`src/rtl/conv3_relu_pipe_if.sv`:
```
// rtl/conv3_relu_pipe_if.sv - window input, weight load and pixel output bundle for conv3_relu_pipe
interface conv3_relu_pipe_if #(
   parameter int DATA_W   = 8,
   parameter int WEIGHT_W = 8,
   parameter int OUT_W    = 8
);
   logic                       start;
   logic                       weight_load;
   logic signed [WEIGHT_W-1:0] w0_in;
   logic signed [WEIGHT_W-1:0] w1_in;
   logic signed [WEIGHT_W-1:0] w2_in;
   logic                       in_valid;
   logic signed [DATA_W-1:0]   rd_data1;
   logic signed [DATA_W-1:0]   rd_data2;
   logic signed [DATA_W-1:0]   rd_data3;
   logic                       out_valid;
   logic [OUT_W-1:0]           out_data;
   logic [3:0]                 out_idx;
   logic                       busy;
   logic                       done;
   logic                       err;

   modport master (
      output start, weight_load, w0_in, w1_in, w2_in,
      output in_valid, rd_data1, rd_data2, rd_data3,
      input  out_valid, out_data, out_idx, busy, done, err
   );

   modport slave (
      input  start, weight_load, w0_in, w1_in, w2_in,
      input  in_valid, rd_data1, rd_data2, rd_data3,
      output out_valid, out_data, out_idx, busy, done, err
   );
endinterface

```
`src/rtl/conv3_relu_pipe.sv`:
```
// rtl/conv3_relu_pipe.sv - 3-tap signed convolution with ReLU/saturation, one pixel per window
module conv3_relu_pipe #(
   parameter int DATA_W   = 8,
   parameter int WEIGHT_W = 8,
   parameter int OUT_W    = 8,
   parameter int NUM_OUT  = 14
) (
   input  logic                 clk,
   input  logic                 rst,
   conv3_relu_pipe_if.slave     bus
);
   localparam int PROD_W = DATA_W + WEIGHT_W;
   localparam int SUM_W  = PROD_W + 2;
   localparam logic [3:0] LAST_IDX = 4'(NUM_OUT - 1);
   localparam logic signed [SUM_W-1:0] SAT_MAX = SUM_W'(2**OUT_W - 1);

   typedef enum logic [1:0] {IDLE, RUN, DONE} stateType;

   stateType                   state, nextState;
   logic [3:0]                 acceptCnt;
   logic signed [WEIGHT_W-1:0] w0, w1, w2;
   logic                       v1, v2;
   logic signed [PROD_W-1:0]   p0, p1, p2;
   logic signed [SUM_W-1:0]    sum;
   logic                       outValid;
   logic [OUT_W-1:0]           outData;
   logic [OUT_W-1:0]           satVal;
   logic [3:0]                 outIdx;
   logic                       errReg;
   logic                       startTaken, accept, dropped, lastOut;

   always_comb begin
      startTaken = bus.start && (state != RUN);
      accept     = bus.in_valid && (state == RUN) && (acceptCnt < 4'(NUM_OUT));
      dropped    = bus.in_valid && !accept;
      lastOut    = outValid && (outIdx == LAST_IDX) && (state == RUN);
   end

   always_comb begin
      nextState = state;
      case (state)
         IDLE, DONE: if (bus.start) nextState = RUN;
         RUN:        if (lastOut)   nextState = DONE;
         default:    nextState = IDLE;
      endcase
   end

   always_ff @(posedge clk or posedge rst) begin
      if (rst) state <= IDLE;
      else     state <= nextState;
   end

   // A window sampled alongside weight_load still multiplies by the old registers.
   always_ff @(posedge clk or posedge rst) begin
      if (rst) begin
         w0 <= '0;
         w1 <= '0;
         w2 <= '0;
      end else if (bus.weight_load) begin
         w0 <= bus.w0_in;
         w1 <= bus.w1_in;
         w2 <= bus.w2_in;
      end
   end

   always_ff @(posedge clk or posedge rst) begin
      if (rst) begin
         acceptCnt <= '0;
         outIdx    <= '0;
         errReg    <= 1'b0;
      end else begin
         if (startTaken)  acceptCnt <= '0;
         else if (accept) acceptCnt <= acceptCnt + 4'd1;
         if (startTaken)    outIdx <= '0;
         else if (outValid) outIdx <= outIdx + 4'd1;
         errReg <= (startTaken ? 1'b0 : errReg) | dropped;
      end
   end

   always_comb begin
      satVal = sum[OUT_W-1:0];
      if (sum[SUM_W-1])       satVal = '0;
      else if (sum > SAT_MAX) satVal = '1;
   end

   always_ff @(posedge clk or posedge rst) begin
      if (rst) begin
         v1       <= 1'b0;
         v2       <= 1'b0;
         outValid <= 1'b0;
         p0       <= '0;
         p1       <= '0;
         p2       <= '0;
         sum      <= '0;
         outData  <= '0;
      end else begin
         v1       <= accept;
         v2       <= v1;
         outValid <= v2;
         p0       <= PROD_W'(bus.rd_data1) * PROD_W'(w0);
         p1       <= PROD_W'(bus.rd_data2) * PROD_W'(w1);
         p2       <= PROD_W'(bus.rd_data3) * PROD_W'(w2);
         sum      <= SUM_W'(p0) + SUM_W'(p1) + SUM_W'(p2);
         if (v2) outData <= satVal;
      end
   end

   assign bus.out_valid = outValid;
   assign bus.out_data  = outData;
   assign bus.out_idx   = outIdx;
   assign bus.busy      = (state == RUN);
   assign bus.done      = lastOut;
   assign bus.err       = errReg;
endmodule

```
`src/flat_wrapper.sv`:
```
// flat-port wrapper written by rule: the top's interface ports become plain ports
module conv3_relu_pipe_flat 
#(
   parameter int DATA_W   = 8,
   parameter int WEIGHT_W = 8,
   parameter int OUT_W    = 8,
   parameter int NUM_OUT  = 14
)
  (clk, rst, bus_start, bus_weight_load, bus_w0_in, bus_w1_in, bus_w2_in, bus_in_valid, bus_rd_data1, bus_rd_data2, bus_rd_data3, bus_out_valid, bus_out_data, bus_out_idx, bus_busy, bus_done, bus_err);
  conv3_relu_pipe_if #(.DATA_W(DATA_W), .WEIGHT_W(WEIGHT_W), .OUT_W(OUT_W)) bus_i ();
  input  logic clk;
  input  logic rst;
  input wire logic [$bits(bus_i.start)-1:0] bus_start;
  input wire logic [$bits(bus_i.weight_load)-1:0] bus_weight_load;
  input wire logic [$bits(bus_i.w0_in)-1:0] bus_w0_in;
  input wire logic [$bits(bus_i.w1_in)-1:0] bus_w1_in;
  input wire logic [$bits(bus_i.w2_in)-1:0] bus_w2_in;
  input wire logic [$bits(bus_i.in_valid)-1:0] bus_in_valid;
  input wire logic [$bits(bus_i.rd_data1)-1:0] bus_rd_data1;
  input wire logic [$bits(bus_i.rd_data2)-1:0] bus_rd_data2;
  input wire logic [$bits(bus_i.rd_data3)-1:0] bus_rd_data3;
  output wire logic [$bits(bus_i.out_valid)-1:0] bus_out_valid;
  output wire logic [$bits(bus_i.out_data)-1:0] bus_out_data;
  output wire logic [$bits(bus_i.out_idx)-1:0] bus_out_idx;
  output wire logic [$bits(bus_i.busy)-1:0] bus_busy;
  output wire logic [$bits(bus_i.done)-1:0] bus_done;
  output wire logic [$bits(bus_i.err)-1:0] bus_err;
  assign bus_i.start = bus_start;
  assign bus_i.weight_load = bus_weight_load;
  assign bus_i.w0_in = bus_w0_in;
  assign bus_i.w1_in = bus_w1_in;
  assign bus_i.w2_in = bus_w2_in;
  assign bus_i.in_valid = bus_in_valid;
  assign bus_i.rd_data1 = bus_rd_data1;
  assign bus_i.rd_data2 = bus_rd_data2;
  assign bus_i.rd_data3 = bus_rd_data3;
  assign bus_out_valid = bus_i.out_valid;
  assign bus_out_data = bus_i.out_data;
  assign bus_out_idx = bus_i.out_idx;
  assign bus_busy = bus_i.busy;
  assign bus_done = bus_i.done;
  assign bus_err = bus_i.err;
  conv3_relu_pipe #(.DATA_W(DATA_W), .WEIGHT_W(WEIGHT_W), .OUT_W(OUT_W), .NUM_OUT(NUM_OUT)) u_core (.clk(clk), .rst(rst), .bus(bus_i));
endmodule
```
`config.mk`:
```
export PLATFORM = sky130hd
export DESIGN_NAME = conv3_relu_pipe_flat
export DESIGN_NICKNAME = d
export VERILOG_FILES = /design/src/rtl/conv3_relu_pipe_if.sv /design/src/rtl/conv3_relu_pipe.sv /design/src/flat_wrapper.sv
export SDC_FILE = /design/constraint.sdc
export NUM_CORES = 1
export LEC_CHECK = 0
export ABC_AREA = 1
export CAP_MARGIN = 5
export CORE_UTILIZATION = 45
export CTS_BUF_LIST = sky130_fd_sc_hd__clkbuf_8
export DETAILED_ROUTE_END_ITERATION = 8
export PLACE_DENSITY_LB_ADDON = 0.25
export SYNTH_ARGS = -nofsm -noshare
export SYNTH_HDL_FRONTEND = slang
export SYNTH_SLANG_ARGS = --single-unit
```
`constraint.sdc`:
```
create_clock -name clk -period 4.5 [get_ports clk]
set_input_delay 0.9 -clock clk [delete_from_list [all_inputs] [get_ports clk]]
set_output_delay 0.9 -clock clk [all_outputs]
set_load 0.1 [all_outputs]
```
==> results.tsv, run 1 <==
stage	metric	value	unit
cts	CTS tree	yes	
cts	H-Tree Depth	3	
drt	total wire length	26.21	mm
hold_path	Tightest Hold Check Type	flip-flop to flip-flop	
critical_path	startpoint types	input port	
cts	setup bufs post-CTS	0	
cells_and_area	most frequent cells in the layout	473 x inv_1, 387 x nand2_1, 177 x fa_1, 112 x dfrtp_1, 107 x buf_4	
logic_synthesis	ys async rst share	100.0	%
timing	fin crit share	96.52	%
critical_path	CP max FO	4	
timing	Fmax	230.2	MHz
cells_and_area	NumNets Final	2094	
cells_and_area	Antenna Cells	0	
place	placed inst area	0.01485	sq mm
logic_synthesis	cells after synthesis	1612	
cts	Clock transition at path regs	0.11	ns
drt	WL per Instance	12.27	um
logic_synthesis	Ys Warns	0	
drt	drt first pass iters	6	
cts	clk buf depth	2	
cts	root buffer cell	clkbuf_8	
cells_and_area	commonest non-fill, non-tap cell in the layout	inv_1	
timing	fin crit period	4.343	ns
die	die boundary height	172.0	um
logic_synthesis	Synth area leaders	fa_1 28%, dfrtp_1 22%, inv_1 14%, nand2_1 11%, ha_1 10%	
run	max_cap viols	0	
critical_path	cell mode on critical path	fa_1	
logic_synthesis	cell taking the most area after synthesis	fa_1	
cts	Num CTS Buffers	9	
cells_and_area	final instance area	0.01520	sq mm
logic_synthesis	Yosys reg bits	112	
logic_synthesis	Post-synth top flop	dfrtp_1	
cts	CTS Sinks	112	
timing	max_slew headroom	35.01	%
drt	vias per inst	4.604	
die	num rows	61	
grt	number of global-route vias before repair	10020	
grt	GRT Overall Usage	19.38	%
grt	GRT overflow	0	
timing	RSZ-0062 raised after global routing	false	
outcome	status	finished clean	
cts	Worst-Skew Late Latency	0.40	ns
critical_path	Slowest Stage Delay on Critical Path	0.51	ns
cells_and_area	fillcell total	2663	
critical_path	CP Cell Sequence	clkdlybuf4s50_1, or2_2, fa_1, fa_1, inv_1, fa_1, inv_1, fa_1, inv_1, ha_1, a21oi_1, o21ai_1, nand2_1, nand2_1, xor2_1	
critical_path	Critical Path RT	4.79	ns
grt	initial antenna violation count	0	
cells_and_area	area used by multi-input combinational logic	0.008394	sq mm
logic_synthesis	Synth Net Count	1953	
logic_synthesis	synthesized area	0.01300	sq mm
timing	final setup violation count	0	
cells_and_area	Reg area	0.002803	sq mm
cells_and_area	area growth from synthesis to layout	16.97	%
drt	DRT iter0 DRCs	483	
drt	DR vias	9834	
die	core box area	0.02809	sq mm
logic_synthesis	Seq/Total Area, Yosys	21.56	%
place	count of input and output buffers	68	
critical_path	worst path arrival time	4.64	ns
timing	Final Slew Violations	0	
timing	clk_skew	0.008835	ns
die	# IOs	69	
logic_synthesis	number of distinct library cells after synthesis	33	
die	Die ar.	0.02957	sq mm
logic_synthesis	Avg Synthesized Cell Area	8.064	sq um
drt	Post-DRT Antenna Nets	0	
logic_synthesis	number of synthesized flops with an enable pin	0	
logic_synthesis	Synth top area share	28.03	%
grt	global-route wire length before repair	45.87	mm
cts	Hold-fix buffers, CTS	0	
timing	slew at the pin closest to its max-slew limit	0.9718	ns
grt	largest net degree at the start of global routing	63	
critical_path	slowest CP cell	fa_1	
timing	Hold Violations, Final	0	
critical_path	CP Capture Type	flip-flop	
die	initial core utilization	46.28	%
critical_path	Critical Setup Path Class	input port to flip-flop	
die	Die Width	172.0	um
place	Post-DP HPWL	22.24	mm
cells_and_area	layout cells sized above 1	11.66	%
drt	DRC violations left	0	
place	GP Congestion	0.8658	
cells_and_area	fin util	54.13	%
-- through the flow --
step                worst slack (ns)  TNS, ns  hold slack, ns  cells
global route                0.008098        0          0.3686   2136
CTS                         0.006584        0          0.3624   2136
detailed placement           -0.5959   -11.91          0.3364   2120
floorplan                   0.002087        0          0.3312   1612
finish                        0.1568        0          0.3588   2136
global placement             -0.6060   -10.79          0.3350   2120
-- kinds of logic after synthesis --
group                    after synthesis  synth area share [%]
AND/OR/NAND/NOR                      536                 16.71
buffers and inverters                529                 15.32
adder cells (fa/ha/maj)              288                 38.23
flip-flops                           112                 21.56
AO/OA/AOI/OAI                         85                 3.590
XOR/XNOR                              41                 2.763
multiplexers                          21                 1.819
-- worst max-delay path, delay by kind of cell --
| kind | cells | cell delay, ns |
|---|---|---|
| adder cells (fa/ha/maj) | 5 | 2.22 |
| XOR/XNOR | 1 | 0.14 |
| buffers and inverters | 4 | 0.59 |
| AO/OA/AOI/OAI | 2 | 0.34 |
| AND/OR/NAND/NOR | 3 | 0.45 |
-- sequential cells by signal (all words and copies together), names as in the netlist --
signal	cells
u_core.acceptCnt	4
u_core.bus.err	1
u_core.bus.out_data	8
u_core.bus.out_idx	4
u_core.bus.out_valid	1
u_core.p0	16
u_core.p1	16
u_core.p2	16
u_core.state	2
u_core.sum	18
u_core.v1	1
u_core.v2	1
u_core.w0	8
u_core.w1	8
u_core.w2	8
-- final cells by class --
| cell class | count | share of cell area [%] |
|---|---|---|
| Multi-Input combinational cell | 971 | 55.21 |
| Timing Repair Buffer | 178 | 10.11 |
| Tap cell | 378 | 3.111 |
| Sequential cell | 112 | 18.43 |
| Clock buffer | 9 | 0.8147 |
| Inverter | 481 | 11.91 |
| Clock inverter | 7 | 0.4197 |
-- cell usage after synthesis (5+ instances only) --
cell	count
clkbuf_1	45
nor3_1	5
mux2_2	21
nand2_1	391
nor2_1	57
inv_1	478
a31oi_1	7
fa_1	182
dfrtp_1	112
nand2_2	6
nand4_1	9
o21ai_0	30
nand3_1	55
ha_1	106
a21oi_1	36
or2_2	6
xnor2_1	18
xor2_1	23
-- worst paths after layout --
path | from | endpoint | slack [ns] | cells after the start
worst min-delay path | u_core.v1$_DFF_PP0_ | u_core.v2$_DFF_PP0_ | 0.36 | 0
max in group asynchronous | rst | u_core.w1[2]$_DFFE_PP0P_ | 2.50 | 3
worst min register to register | u_core.v1$_DFF_PP0_ | u_core.v2$_DFF_PP0_ | 0.36 | 0
worst max-delay path | bus_rd_data2[0] | u_core.p1[12]$_DFF_PP0_ | 0.16 | 15
min in group asynchronous | rst | u_core.bus.out_data[5]$_DFFE_PP0P_ | 1.00 | 2
worst max register to register | u_core.w0[7]$_DFFE_PP0P_ | u_core.p0[9]$_DFF_PP0_ | 0.38 | 14
-- layer usage --
layer / routed length [um] / part of all wire, % / track usage, % / vias to the layer above
met3: 634 / 2.4 / 1.946 / 16
met2: 13020 / 50 / 33.57 / 108
met1: 12340 / 47 / 26.53 / 4791
li1: - / - / - / 4919
met4: 211 / 0.81 / 3.386 / 0
met5: 0 / 0 / 0 / -
-- timing repair --
action,4_1_cts,5_1_grt
gates resized for setup,14,43
endpoints found under the setup margin,18,24
pin swaps,0,7
hold endpoints to repair,0,0
Power of run 1 is left out: the tool's default activity adds up to more than one toggle a clock period on the data nets, which glitch-free logic cannot reach.
==> run 2: changes to the inputs <==
--- a/config.mk
+++ b/config.mk
@@ -8,7 +8,7 @@
 export ABC_AREA = 1
 export CAP_MARGIN = 5
 export CORE_UTILIZATION = 45
-export CTS_BUF_LIST = sky130_fd_sc_hd__clkbuf_8
+export CTS_BUF_LIST = sky130_fd_sc_hd__clkbuf_16
 export DETAILED_ROUTE_END_ITERATION = 8
 export PLACE_DENSITY_LB_ADDON = 0.25
 export SYNTH_ARGS = -nofsm -noshare
==> run 2 against run 1 <==
Against the previous run:
- sequential cell count unchanged
- first-iteration DRC count down 7.9%
- utilization rose by 0.33 points
- register-to-register slack about the same
- wire length is 0.31% higher
- sequential share of layout area down 0.11 points
- worst hold slack got worse by 0.0080 ns
==> results.tsv, run 2 (same netlist as run 1, synthesis figures left out) <==
stage	metric	value	unit	change
outcome	status	finished clean		unchanged
drt	vias per inst	4.605		was 4.604
drt	DRT iter0 DRCs	445		was 483
cells_and_area	layout cells sized above 1	11.83	%	was 11.66%
cells_and_area	most frequent cells in the layout	472 x inv_1, 386 x nand2_1, 177 x fa_1, 112 x dfrtp_1, 105 x buf_4		was 473 x inv_1, 387 x nand2_1, 177 x fa_1, 112 x dfrtp_1, 107 x buf_4
place	Post-DP HPWL	22.24	mm	unchanged
hold_path	Tightest Hold Check Type	flip-flop to flip-flop		unchanged
die	# IOs	69		unchanged
critical_path	worst path arrival time	4.67	ns	was 4.64 ns
grt	largest net degree at the start of global routing	63		unchanged
cells_and_area	area growth from synthesis to layout	17.69	%	was 16.97%
place	GP Congestion	0.8658		unchanged
grt	initial antenna violation count	1		was 0
die	die boundary height	172.0	um	unchanged
grt	global-route wire length before repair	46.02	mm	was 45.87 mm
timing	slew at the pin closest to its max-slew limit	0.9717	ns	was 0.9718 ns
cells_and_area	Largest Register	u_core.sum		unchanged
timing	final setup violation count	0		unchanged
timing	max_slew headroom	35.01	%	about the same
run	max_cap viols	0		unchanged
grt	GRT Overall Usage	19.58	%	was 19.38%
critical_path	startpoint types	input port		unchanged
cts	Clock transition at path regs	0.08	ns	was 0.11 ns
cts	H-Tree Depth	3		unchanged
cells_and_area	NumNets Final	2094		unchanged
die	initial core utilization	46.28	%	unchanged
cts	CTS tree	yes		unchanged
cts	Worst-Skew Late Latency	0.36	ns	was 0.40 ns
die	Die ar.	0.02957	sq mm	unchanged
drt	DRC violations left	0		unchanged
critical_path	CP max FO	7		was 4
cts	root buffer cell	clkbuf_16		was clkbuf_8
die	core box area	0.02809	sq mm	unchanged
cts	Num CTS Buffers	9		unchanged
die	Die Width	172.0	um	unchanged
timing	Hold Violations, Final	0		unchanged
drt	Post-DRT Antenna Nets	0		unchanged
cells_and_area	commonest non-fill, non-tap cell in the layout	inv_1		unchanged
cts	clk buf depth	2		unchanged
grt	GRT overflow	0		unchanged
cells_and_area	max FFs per register	18		unchanged
drt	drt first pass iters	5		was 6
cells_and_area	fillcell total	2654		was 2663
critical_path	Critical Path RT	4.81	ns	was 4.79 ns
cells_and_area	fin util	54.47	%	was 54.13%
timing	clk_skew	0.005224	ns	was 0.008835 ns
timing	fin crit share	96.96	%	was 96.52%
critical_path	CP Capture Type	flip-flop		unchanged
drt	DR vias	9836		was 9834
grt	number of global-route vias before repair	10050		was 10.02k
timing	Final Slew Violations	0		unchanged
timing	Fmax	229.2	MHz	was 230.2 MHz
place	count of input and output buffers	68		unchanged
timing	fin crit period	4.363	ns	was 4.343 ns
cts	CTS Sinks	112		unchanged
cts	Hold-fix buffers, CTS	0		unchanged
critical_path	Critical Setup Path Class	input port to flip-flop		unchanged
drt	WL per Instance	12.31	um	was 12.27 um
cells_and_area	Antenna Cells	0		unchanged
drt	total wire length	26.29	mm	was 26.21 mm
die	num rows	61		unchanged
timing	Setup TNS	0	ns	unchanged
## run 2: cell types whose count changed in the layout (fill, tap and decap cells not counted), sizes merged
cell and change:
clkbuf +1, clkdlybuf4s15 +2, dlymetal6s2s -3
## run 2: cell type report
| type | instances | area, sq um | share of cell area [%] |
|---|---|---|---|
| Clock buffer | 9 | 225.2 | 1.472 |
| Clock inverter | 7 | 63.81 | 0.4171 |
| Inverter | 481 | 1810 | 11.83 |
| Multi-Input combinational cell | 971 | 8392 | 54.85 |
| Sequential cell | 112 | 2803 | 18.32 |
| Tap cell | 378 | 473.0 | 3.092 |
| Timing Repair Buffer | 178 | 1531 | 10.01 |
## run 2: final timing paths
path	from	endpoint	slack, ns	depth (start not counted)
worst min-delay path	u_core.v1$_DFF_PP0_	u_core.v2$_DFF_PP0_	0.35	0
min in group asynchronous	rst	u_core.bus.out_data[5]$_DFFE_PP0P_	1.04	2
max in group asynchronous	rst	u_core.w1[2]$_DFFE_PP0P_	2.47	3
worst max-delay path	bus_rd_data3[2]	u_core.p2[15]$_DFF_PP0_	0.14	20
worst max register to register	u_core.w0[7]$_DFFE_PP0P_	u_core.p0[15]$_DFF_PP0_	0.38	18
worst min register to register	u_core.v1$_DFF_PP0_	u_core.v2$_DFF_PP0_	0.35	0
## run 2: what timing repair did
action	CTS	global route
resized for setup	18	46
setup endpoints to repair	23	22
setup buffers	0	0
pin swaps	1	6
## run 2: stage by stage
step	setup WS [ns]	area (sq um)	instances	hold slack [ns]
after global placement	-0.6060	14850	2120	0.3350
after CTS	0.006316	15170	2136	0.3543
final	0.1367	15300	2136	0.3508
after floorplan	0.002087	13040	1612	0.3312
after global routing	-0.01770	15300	2136	0.3597
after detailed placement	-0.5959	14850	2120	0.3364
## run 2: critical path: stages
cell	delay, ns
clkdlybuf4s50_1	0.51
buf_6	0.15
nand2_1	0.05
inv_1	0.08
fa_1	0.43
fa_1	0.46
fa_1	0.50
inv_1	0.06
fa_1	0.54
inv_1	0.07
ha_4	0.26
nand2_1	0.06
nand2_1	0.08
nand2_2	0.08
nand2_1	0.05
nand2_1	0.10
nand2_1	0.06
nor2_1	0.09
nand3_1	0.08
nand2_1	0.06
## run 2: per-layer routing
metal	routed length, um	part of all wire, %	track usage, %
met1	12340	47	26.53
met5	0	0	0
met4	320	1.2	4.963
met3	630	2.4	1.831
met2	13000	49	33.64
Power of run 2 is left out for the same reason.
==> run 3: changes to the inputs <==
--- a/config.mk
+++ b/config.mk
@@ -10,7 +10,8 @@
 export CORE_UTILIZATION = 45
 export CTS_BUF_LIST = sky130_fd_sc_hd__clkbuf_16
 export DETAILED_ROUTE_END_ITERATION = 8
-export PLACE_DENSITY_LB_ADDON = 0.25
+export PLACE_DENSITY = 0.65
 export SYNTH_ARGS = -nofsm -noshare
 export SYNTH_HDL_FRONTEND = slang
 export SYNTH_SLANG_ARGS = --single-unit
+export TNS_END_PERCENT = 20
==> run 3 against run 2 <==
Against the previous run:
- sequential share of layout area decreased by 0.082 points
- wire length is 2.3% lower
- count of clock-buffer cells in the layout stayed put
- via count fell by 0.34%
- clock skew grew 0.0074 ns
- global-route usage down 0.78 points
- die area unchanged
- utilization up 0.25 points
- design area up 0.45%
- maximum frequency rose by 0.27%
- largest cell class unchanged
==> results.tsv, run 3 (same netlist as run 1, synthesis figures left out) <==
stage	metric	value	unit	change
cts	root buffer cell	clkbuf_16		unchanged
timing	slew at the pin closest to its max-slew limit	0.9706	ns	was 0.9717 ns
critical_path	cell mode on critical path	fa_1		was nand2_1
drt	DR vias	9803		was 9836
die	die boundary height	172.0	um	unchanged
timing	max_slew headroom	35.09	%	was 35.01%
drt	drt first pass iters	5		unchanged
place	GP Congestion	0.8759		was 0.8658
die	Die ar.	0.02957	sq mm	unchanged
critical_path	Critical Path RT	4.81	ns	about the same
drt	Post-DRT Antenna Nets	0		unchanged
die	core box area	0.02809	sq mm	unchanged
drt	DRC violations left	0		unchanged
place	count of input and output buffers	68		unchanged
cts	Clock transition at path regs	0.09	ns	was 0.08 ns
outcome	status	finished clean		unchanged
die	Die Width	172.0	um	unchanged
cts	Num CTS Buffers	9		unchanged
timing	RSZ-0062 raised after global routing	false		
critical_path	Slowest Stage Delay on Critical Path	0.50	ns	was 0.54 ns
place	Placed Cells incl. Taps	2123		was 2120
cells_and_area	Antenna Cells	0		unchanged
grt	number of global-route vias before repair	9806		was 10.05k
drt	vias per inst	4.583		was 4.605
cts	CTS Sinks	112		unchanged
cells_and_area	Cell Count, Final, Fillers Out	2139		was 2136
critical_path	CP max FO	4		was 7
drt	DRT iter0 DRCs	410		was 445
cts	H-Tree Depth	3		unchanged
cells_and_area	commonest non-fill, non-tap cell in the layout	inv_1		unchanged
critical_path	CP Capture Type	flip-flop		unchanged
place	Post-DP HPWL	21.83	mm	was 22.24 mm
grt	initial antenna violation count	0		was 1
cells_and_area	max FFs per register	18		unchanged
die	num rows	61		unchanged
critical_path	slowest CP cell	fa_1		unchanged
cts	CTS tree	yes		unchanged
hold_path	Tightest Hold Check Type	flip-flop to flip-flop		unchanged
die	# IOs	69		unchanged
cts	setup bufs post-CTS	0		unchanged
grt	largest net degree at the start of global routing	64		was 63
timing	fin crit share	96.70	%	was 96.96%
cells_and_area	most frequent cells in the layout	474 x inv_1, 387 x nand2_1, 176 x fa_1, 112 x dfrtp_1, 108 x buf_4		was 472 x inv_1, 386 x nand2_1, 177 x fa_1, 112 x dfrtp_1, 105 x buf_4
cells_and_area	NumNets Final	2097		was 2094
timing	Hold Violations, Final	0		unchanged
timing	Fmax	229.8	MHz	was 229.2 MHz
cells_and_area	fin util	54.71	%	was 54.47%
critical_path	Critical Setup Path Class	input port to flip-flop		unchanged
cts	Worst-Skew Late Latency	0.37	ns	was 0.36 ns
timing	Final Slew Violations	0		unchanged
timing	clk_skew	0.01261	ns	was 0.005224 ns
cells_and_area	layout cells sized above 1	12.04	%	was 11.83%
run	max_cap viols	0		unchanged
cts	Hold-fix buffers, CTS	0		unchanged
grt	global-route wire length before repair	44.33	mm	was 46.02 mm
timing	fin crit period	4.351	ns	was 4.363 ns
grt	GRT Overall Usage	18.80	%	was 19.58%
cells_and_area	area growth from synthesis to layout	18.22	%	was 17.69%
drt	total wire length	25.68	mm	was 26.29 mm
cts	clk buf depth	2		unchanged
cells_and_area	Largest Register	u_core.sum		unchanged
timing	final setup violation count	0		unchanged
drt	WL per Instance	12.00	um	was 12.31 um
grt	GRT overflow	0		unchanged
critical_path	worst path arrival time	4.66	ns	was 4.67 ns
critical_path	startpoint types	input port		unchanged
die	initial core utilization	46.28	%	unchanged
critical_path	CP Cell Sequence	clkdlybuf4s50_1, or2_2, fa_1, fa_1, inv_1, fa_1, inv_1, fa_1, inv_1, ha_1, a21oi_2, o21ai_0, nand2_1, nand3_1, nand2_1, nand2_1		was clkdlybuf4s50_1, buf_6, nand2_1, inv_1, fa_1, fa_1, fa_1, inv_1, fa_1, inv_1, ha_4, nand2_1, nand2_1, nand2_2, nand2_1, nand2_1, nand2_1, nor2_1, nand3_1, nand2_1
## run 3: area by class of cell
type | instances | area [sq um]
fill | 2618 | 12720
sequential | 112 | 2803
clock buffer | 9 | 225.2
clock inverter | 7 | 78.83
inverter | 481 | 1808
tap | 378 | 473.0
timing repair buffer | 181 | 1569
multi-input combinational | 971 | 8411
## run 3: what timing repair did
action / 4_1_cts / 5_1_grt
pin swaps: 2 / 4
hold endpoints to repair: 0 / 0
resized for setup: 16 / 47
endpoints found under the setup margin: 21 / 25
## run 3: through the flow
step	worst slack (ns)	area [sq um]	hold slack (ns)	TNS [ns]
4_1_cts	0.0003446	15220	0.3558	0
2_1_floorplan	-0.003678	13040	0.3312	-0.005600
3_3_place_gp	-0.5598	14870	0.3364	-10.39
5_1_grt	0.0003819	15370	0.3641	0
3_5_place_dp	-0.5705	14870	0.3364	-11.69
6_report	0.1486	15370	0.3531	0
## run 3: path summary, 6_finish.rpt
kind,startpoint,endpoint,slack (ns),cells after the start
max in group asynchronous,rst,u_core.w1[0]$_DFFE_PP0P_,2.50,3
worst max register to register,u_core.w1[2]$_DFFE_PP0P_,u_core.p1[15]$_DFF_PP0_,0.39,16
worst max-delay path,bus_rd_data2[0],u_core.p1[14]$_DFF_PP0_,0.15,16
min in group asynchronous,rst,u_core.v2$_DFF_PP0_,1.04,2
worst min-delay path,u_core.v1$_DFF_PP0_,u_core.v2$_DFF_PP0_,0.35,0
worst min register to register,u_core.v1$_DFF_PP0_,u_core.v2$_DFF_PP0_,0.35,0
## run 3: worst max-delay path, delay by kind of cell
family / cells / cell delay, ns
and+or+nand+nor: 5 / 0.62
adders and majority gates: 5 / 2.26
AOI/OAI and AO/OA: 2 / 0.32
buffers and inverters: 4 / 0.56
## run 3: routing by layer
| metal | global-route usage (%) | up-vias | share of wire [%] |
|---|---|---|---|
| li1 | - | 4929 | - |
| met1 | 25.76 | 4682 | 47 |
| met2 | 31.92 | 163 | 49 |
| met3 | 1.648 | 29 | 2.8 |
| met4 | 5.040 | 0 | 1.7 |
| met5 | 0 | - | 0 |
Power of run 3 is left out for the same reason.
